[src/rtl/defines.vh]
// Shared widths for the writeback path and a pointer-width helper.
`ifndef WB_DEFINES_VH
`define WB_DEFINES_VH
`define REG_ADDR_W 5
`define DATA_W 32
`define WB_PTR_W(depth) $clog2(depth)
`endif

[src/rtl/wb_write_buffer_pkg.sv]
// Common types for the writeback buffer: one queued register write.
`include "defines.vh"
package wb_write_buffer_pkg;
   localparam int REG_ADDR_W = `REG_ADDR_W;
   localparam int DATA_W     = `DATA_W;

   typedef struct packed {
      logic [REG_ADDR_W-1:0] addr;
      logic [DATA_W-1:0]     data;
   } wb_entry_t;
endpackage

[src/rtl/wb_mpmp_fifo.sv]
// Multi-push / multi-pop circular buffer; pushes arrive compacted in slots 0..push_cnt-1.
`include "defines.vh"
module wb_mpmp_fifo
   import wb_write_buffer_pkg::*;
#(
   parameter int PUSH_N = 2,
   parameter int DEPTH  = 4,
   localparam int PW    = `WB_PTR_W(DEPTH),
   localparam int CW    = PW + 1
) (
   input  logic          clk,
   input  logic          rst_n,
   input  logic [CW-1:0] push_cnt,
   input  wb_entry_t     push_data [PUSH_N],
   input  logic [CW-1:0] pop_cnt,
   output wb_entry_t     mem [DEPTH],
   output logic [PW-1:0] head,
   output logic [CW-1:0] count
);
   logic [PW-1:0] tail;

   // Pointer arithmetic truncates to PW bits, which is the modulo-DEPTH wrap.
   always_ff @(posedge clk or negedge rst_n) begin
      if (!rst_n) begin
         head  <= '0;
         tail  <= '0;
         count <= '0;
      end else begin
         head  <= head + pop_cnt[PW-1:0];
         tail  <= tail + push_cnt[PW-1:0];
         count <= count - pop_cnt + push_cnt;
      end
   end

   always_ff @(posedge clk) begin
      for (int i = 0; i < PUSH_N; i++) begin
         if (CW'(i) < push_cnt) mem[tail + PW'(i)] <= push_data[i];
      end
   end
endmodule

[src/rtl/wb_write_buffer.sv]
// Writeback stage: compacts retiring lanes into an in-order buffer and drains to REGFILE.
// Optional build macro WB_FWD_EN adds a combinational lookup of pending writes.
`include "defines.vh"
module wb_write_buffer
   import wb_write_buffer_pkg::*;
#(
   parameter int NUM_LANES    = 2,
   parameter int NUM_WR_PORTS = 1,
   parameter int BUF_DEPTH    = 4
) (
   input  logic                               clk,
   input  logic                               rst_n,
   input  logic                               stall,
   input  logic                               flush,
   input  logic [NUM_LANES-1:0]               reg_wr,
   input  logic [NUM_LANES*`REG_ADDR_W-1:0]   reg_addr_rd,
   input  logic [NUM_LANES*`DATA_W-1:0]       reg_data_rd,
   output logic                               wb_full,
   output logic [NUM_WR_PORTS-1:0]            regfile_wr,
   output logic [NUM_WR_PORTS*`REG_ADDR_W-1:0] regfile_addr_wr,
   output logic [NUM_WR_PORTS*`DATA_W-1:0]    regfile_data_wr
`ifdef WB_FWD_EN
   ,
   input  logic [`REG_ADDR_W-1:0]             fwd_addr,
   output logic                               fwd_hit,
   output logic [`DATA_W-1:0]                 fwd_data
`endif
);
   localparam int AW = REG_ADDR_W;
   localparam int DW = DATA_W;
   localparam int PW = `WB_PTR_W(BUF_DEPTH);
   localparam int CW = PW + 1;
   localparam int LW = (NUM_LANES > 1) ? $clog2(NUM_LANES) : 1;

   wb_entry_t                push_data [NUM_LANES];
   wb_entry_t                mem [BUF_DEPTH];
   wb_entry_t                port_e [NUM_WR_PORTS];
   logic [NUM_WR_PORTS-1:0]  port_valid;
   logic [PW-1:0]            head;
   logic [CW-1:0]            count;
   logic [CW-1:0]            push_cnt;
   logic [CW-1:0]            pop_cnt;
   logic                     accept;
   logic [LW-1:0]            slot;
   logic [CW-1:0]            lane_cnt;

   // Registered count only, so a full lane group always fits.
   assign wb_full = (CW'(BUF_DEPTH) - count) < CW'(NUM_LANES);
   assign accept  = !stall && !flush && !wb_full;
   assign pop_cnt = (count < CW'(NUM_WR_PORTS)) ? count : CW'(NUM_WR_PORTS);

   always_comb begin
      slot     = '0;
      lane_cnt = '0;
      for (int i = 0; i < NUM_LANES; i++) push_data[i] = '0;
      for (int i = 0; i < NUM_LANES; i++) begin
         if (reg_wr[i]) begin
            push_data[slot] = '{addr: reg_addr_rd[i*AW +: AW], data: reg_data_rd[i*DW +: DW]};
            slot     = slot + 1'b1;
            lane_cnt = lane_cnt + 1'b1;
         end
      end
      push_cnt = accept ? lane_cnt : '0;
   end

   // An older drained write is suppressed when a younger one in the same cycle hits its address.
   always_comb begin
      regfile_wr      = '0;
      regfile_addr_wr = '0;
      regfile_data_wr = '0;
      for (int j = 0; j < NUM_WR_PORTS; j++) begin
         port_e[j]     = mem[head + PW'(j)];
         port_valid[j] = CW'(j) < pop_cnt;
      end
      for (int j = 0; j < NUM_WR_PORTS; j++) begin
         regfile_addr_wr[j*AW +: AW] = port_e[j].addr;
         regfile_data_wr[j*DW +: DW] = port_e[j].data;
         regfile_wr[j]               = port_valid[j];
         for (int k = j + 1; k < NUM_WR_PORTS; k++) begin
            if (port_valid[k] && (port_e[k].addr == port_e[j].addr)) regfile_wr[j] = 1'b0;
         end
      end
   end

`ifdef WB_FWD_EN
   // Scan oldest to youngest so the last match wins.
   always_comb begin
      fwd_hit  = 1'b0;
      fwd_data = '0;
      for (int a = 0; a < BUF_DEPTH; a++) begin
         if ((CW'(a) < count) && (mem[head + PW'(a)].addr == fwd_addr)) begin
            fwd_hit  = 1'b1;
            fwd_data = mem[head + PW'(a)].data;
         end
      end
   end
`endif

   wb_mpmp_fifo #(
      .PUSH_N (NUM_LANES),
      .DEPTH  (BUF_DEPTH)
   ) u_fifo (
      .clk       (clk),
      .rst_n     (rst_n),
      .push_cnt  (push_cnt),
      .push_data (push_data),
      .pop_cnt   (pop_cnt),
      .mem       (mem),
      .head      (head),
      .count     (count)
   );
endmodule

[config.mk]
export PLATFORM = sky130hd
export DESIGN_NAME = wb_write_buffer
export DESIGN_NICKNAME = d
export VERILOG_FILES = /design/src/rtl/wb_write_buffer_pkg.sv /design/src/rtl/wb_mpmp_fifo.sv /design/src/rtl/wb_write_buffer.sv
export VERILOG_INCLUDE_DIRS = /design/src /design/src/rtl
export SDC_FILE = /design/constraint.sdc
export NUM_CORES = 1
export LEC_CHECK = 0
export ABC_AREA = 1
export CORE_MARGIN = 4
export CORE_UTILIZATION = 55
export DETAILED_ROUTE_END_ITERATION = 7
export PLACE_DENSITY_LB_ADDON = 0.1
export SETUP_SLACK_MARGIN = 0.15
export SYNTH_ARGS = -nofsm -noshare
export SYNTH_HDL_FRONTEND = slang
export SYNTH_HIERARCHICAL = 1
export SYNTH_SLANG_ARGS = --single-unit
[constraint.sdc]
create_clock -name clk -period 5.55 [get_ports clk]
set_input_delay 1.665 -clock clk [delete_from_list [all_inputs] [get_ports clk]]
set_output_delay 1.665 -clock clk [all_outputs]
set_load 0.05 [all_outputs]
==> results_dict.tcl <==
set metrics [dict create \
    vias 10394 \
    synthFlopType "dfxtp_1" \
    clk_latency_ns 0.42 \
    dpl_cell_area_sq_um 11030 \
    io_buffers 118 \
    place_ws_ns 1.241 \
    hold_class "flop to flop" \
    async_reset_ff_share_pct 4.516 \
    setup_tns_ns 0 \
    ys_top_cells_by_area "dfxtp_1 (30%), nand2_1 (21%), nand3_1 (15%)" \
    num_rows 49 \
    clk_path_buf_depth 2 \
    path_class "flop to output pin" \
    cp-end-kind "output pin" \
    ctsHoldBuffers 0 \
    start_kind "flop" \
    syn_area_per_cell_sq_um 6.024 \
    fill_cells 1722 \
    post-cts-setup-buffer-count 0 \
    ir_worst_vdd_mv 0.3750 \
    ctsResizeCount 0 \
    routedWlPerCell_microns 15.19 \
    gp_congestion 0.8330 \
    finalNetCount 1812 \
    initial_core_util_pct 55.90 \
    diodes 0 \
    cts_buffers 17 \
    final_common_cell "nand2_1" \
    rsz0062_at_grt "no" \
    drc 0 \
    p_leak_uw 0.006343 \
    fin_crit_sh_pct 86.04 \
    syn_to_final_growth_pct 15.84 \
    synth_edf_count 0 \
    synth_cells 1667 \
    viasPerCell 5.292 \
    cts_tree "done" \
    drt_iter0_markers 736 \
    firstDrtPassIters 5 \
    ios 119 \
    worstMarginPinSlew_ns 1.102 \
    antenna_found_initial 0 \
    yosysUniqueCellTypes 27 \
    cts.clk_slew.worst_paths_ns 0.06 \
    synthMuxAreaShare_pct 0 \
    synthAdderAreaFrac_pct 1.146 \
    multiInputGateArea_sq_um 5009 \
    ant_nets 0 \
    drv_cap 0 \
    synth_top_cell_by_area "dfxtp_1" \
    final_cell_area_sq_um 11630 \
    yosysSeqAreaShare_pct 31.25 \
    hold_viol 0 \
    setup_viol 0 \
    syn_area_sq_um 10040 \
    fmax_mhz 209.4 \
    powerDensity_nw_per_um2 697.6 \
    required_ns 3.88 \
    grt_start_max_net_pins 107 \
    yosys.area_share.simple_pct 38.61 \
    layout_common_cells "nand2_1 (568), inv_1 (317), nand3_1 (300)" \
    fin_crit_ns 4.775 \
    totalWireLength_microns 29840 \
    synth_xor_area_share_pct 0.4361 \
    grtUsageTotal_pct 29.12 \
    synth_warnings 6 \
    overflow 0 \
    fp.dieW_microns 143.1 \
    core_sq_um 17960 \
    worstPathMaxFanout 106 \
    yosysTopAreaCellShare_pct 29.50 \
    finClkSkew_ns 0.008148 \
    worstPathCellList "buf_4, o21ai_0, nand2_1, clkdlybuf4s50_1" \
    finalWorstSetupSlack_ns 0.7750 \
    cts.sinks 155 \
    die_h_microns 143.1 \
    slowest_stage "dfrtp_4" \
    synth_top_family_by_area "simple AND/OR/NAND/NOR gates" \
    relSlewSlack_pct 26.56 \
    dp_hpwl_microns 17320 \
    cp_top_family "buffers and inverters" \
    cp.arrival_ns 3.11 \
    root_buffer "clkbuf_16" \
    synth-compound-area-share_pct 9.295 \
    h-tree-depth 4 \
    grt_pass1_vias 9747 \
    seqCellArea_sq_um 3143 \
    outcome "finished clean" \
    grt_pass1_wl_microns 48070 \
    drive_gt1_share_pct 5.187 \
    path_buf_inv 2 \
    max_stage_delay_ns 1.17 \
    dieArea_sq_um 20480 \
    final_util_pct 64.76 \
    ys_ff_latch 155 \
    drv_slew 0 \
]
-- cells by family (layout without fill, tap and decap cells) --
logic type      after synthesis  after routing
compound gates              148            148
other cells                   1              5
simple gates                922            922
flops                       155            155
fa+ha+maj                     8              8
buf+inv                     428            492
xor+xnor                      5              5
-- routing by layer --
layer / track usage, % / up-vias / wire, microns / share of wire, %
met3: 4.655 / 61 / 2425 / 8.1
li1: - / 5208 / - / -
met1: 37.16 / 4695 / 12590 / 42
met2: 50.20 / 430 / 14230 / 48
met4: 9.705 / 0 / 594 / 2.0
met5: 0 / - / 0 / 0
-- cells in the mapped netlist (4+ instances only) --
master,number
buf_4,27
clkbuf_1,8
inv_2,5
o211ai_1,17
inv_1,317
nor2_1,42
xnor2_1,4
dfxtp_1,148
nand2_2,5
nand2_1,570
buf_6,14
o21ai_0,74
o211ai_2,20
ha_1,6
dfrtp_1,7
a21oi_1,37
nand3_1,300
buf_2,52
-- final cells by class --
class                      count  area share, %
clock inverter                 8          1.226
sequential                   155          27.02
timing repair buffer         140          11.85
clock buffer                  22          3.991
multi-input combinational   1088          43.06
inverter                     322          10.39
tap                          229          2.463
-- report_power, final --
group	internal (uW)	leakage (uW)	switching, uW
registers	1720	0.00133	455
logic	1570	0.00472	3140
clock network	770	0.000296	457
total	4070	0.00634	4050
-- worst paths after layout --
check,start,end,slack [ns],cells after the start
max in group asynchronous,rst_n,u_fifo/head[0],3.76,1
min in group asynchronous,rst_n,u_fifo/count[2],1.51,1
worst min register to register,u_fifo/count[0],u_fifo/count[0],0.51,1
worst min-delay path,u_fifo/count[0],u_fifo/count[0],0.51,1
worst max register to register,u_fifo/count[0],u_fifo/mem[98],2.56,12
worst max-delay path,u_fifo/head[0],regfile_data_wr[28],0.78,4
-- registers in the layout, indices dropped and copies added (netlist names) --
signal        count
u_fifo/mem      148
u_fifo/tail       2
u_fifo/count      3
u_fifo/head       2
-- per-stage QoR --
stage / cells / total power (uW) / hold WS (ns)
finish: 1964 / 8115 / 0.5080
global route: 1964 / 8734 / 0.5247
CTS: 1964 / 8102 / 0.5101
detailed placement: 1934 / 6847 / 0.4968
global placement: 1934 / 6775 / 0.4901
floorplan: 1671 / 5668 / 0.4784
No activity file was read; power rests on OpenSTA's default activity.
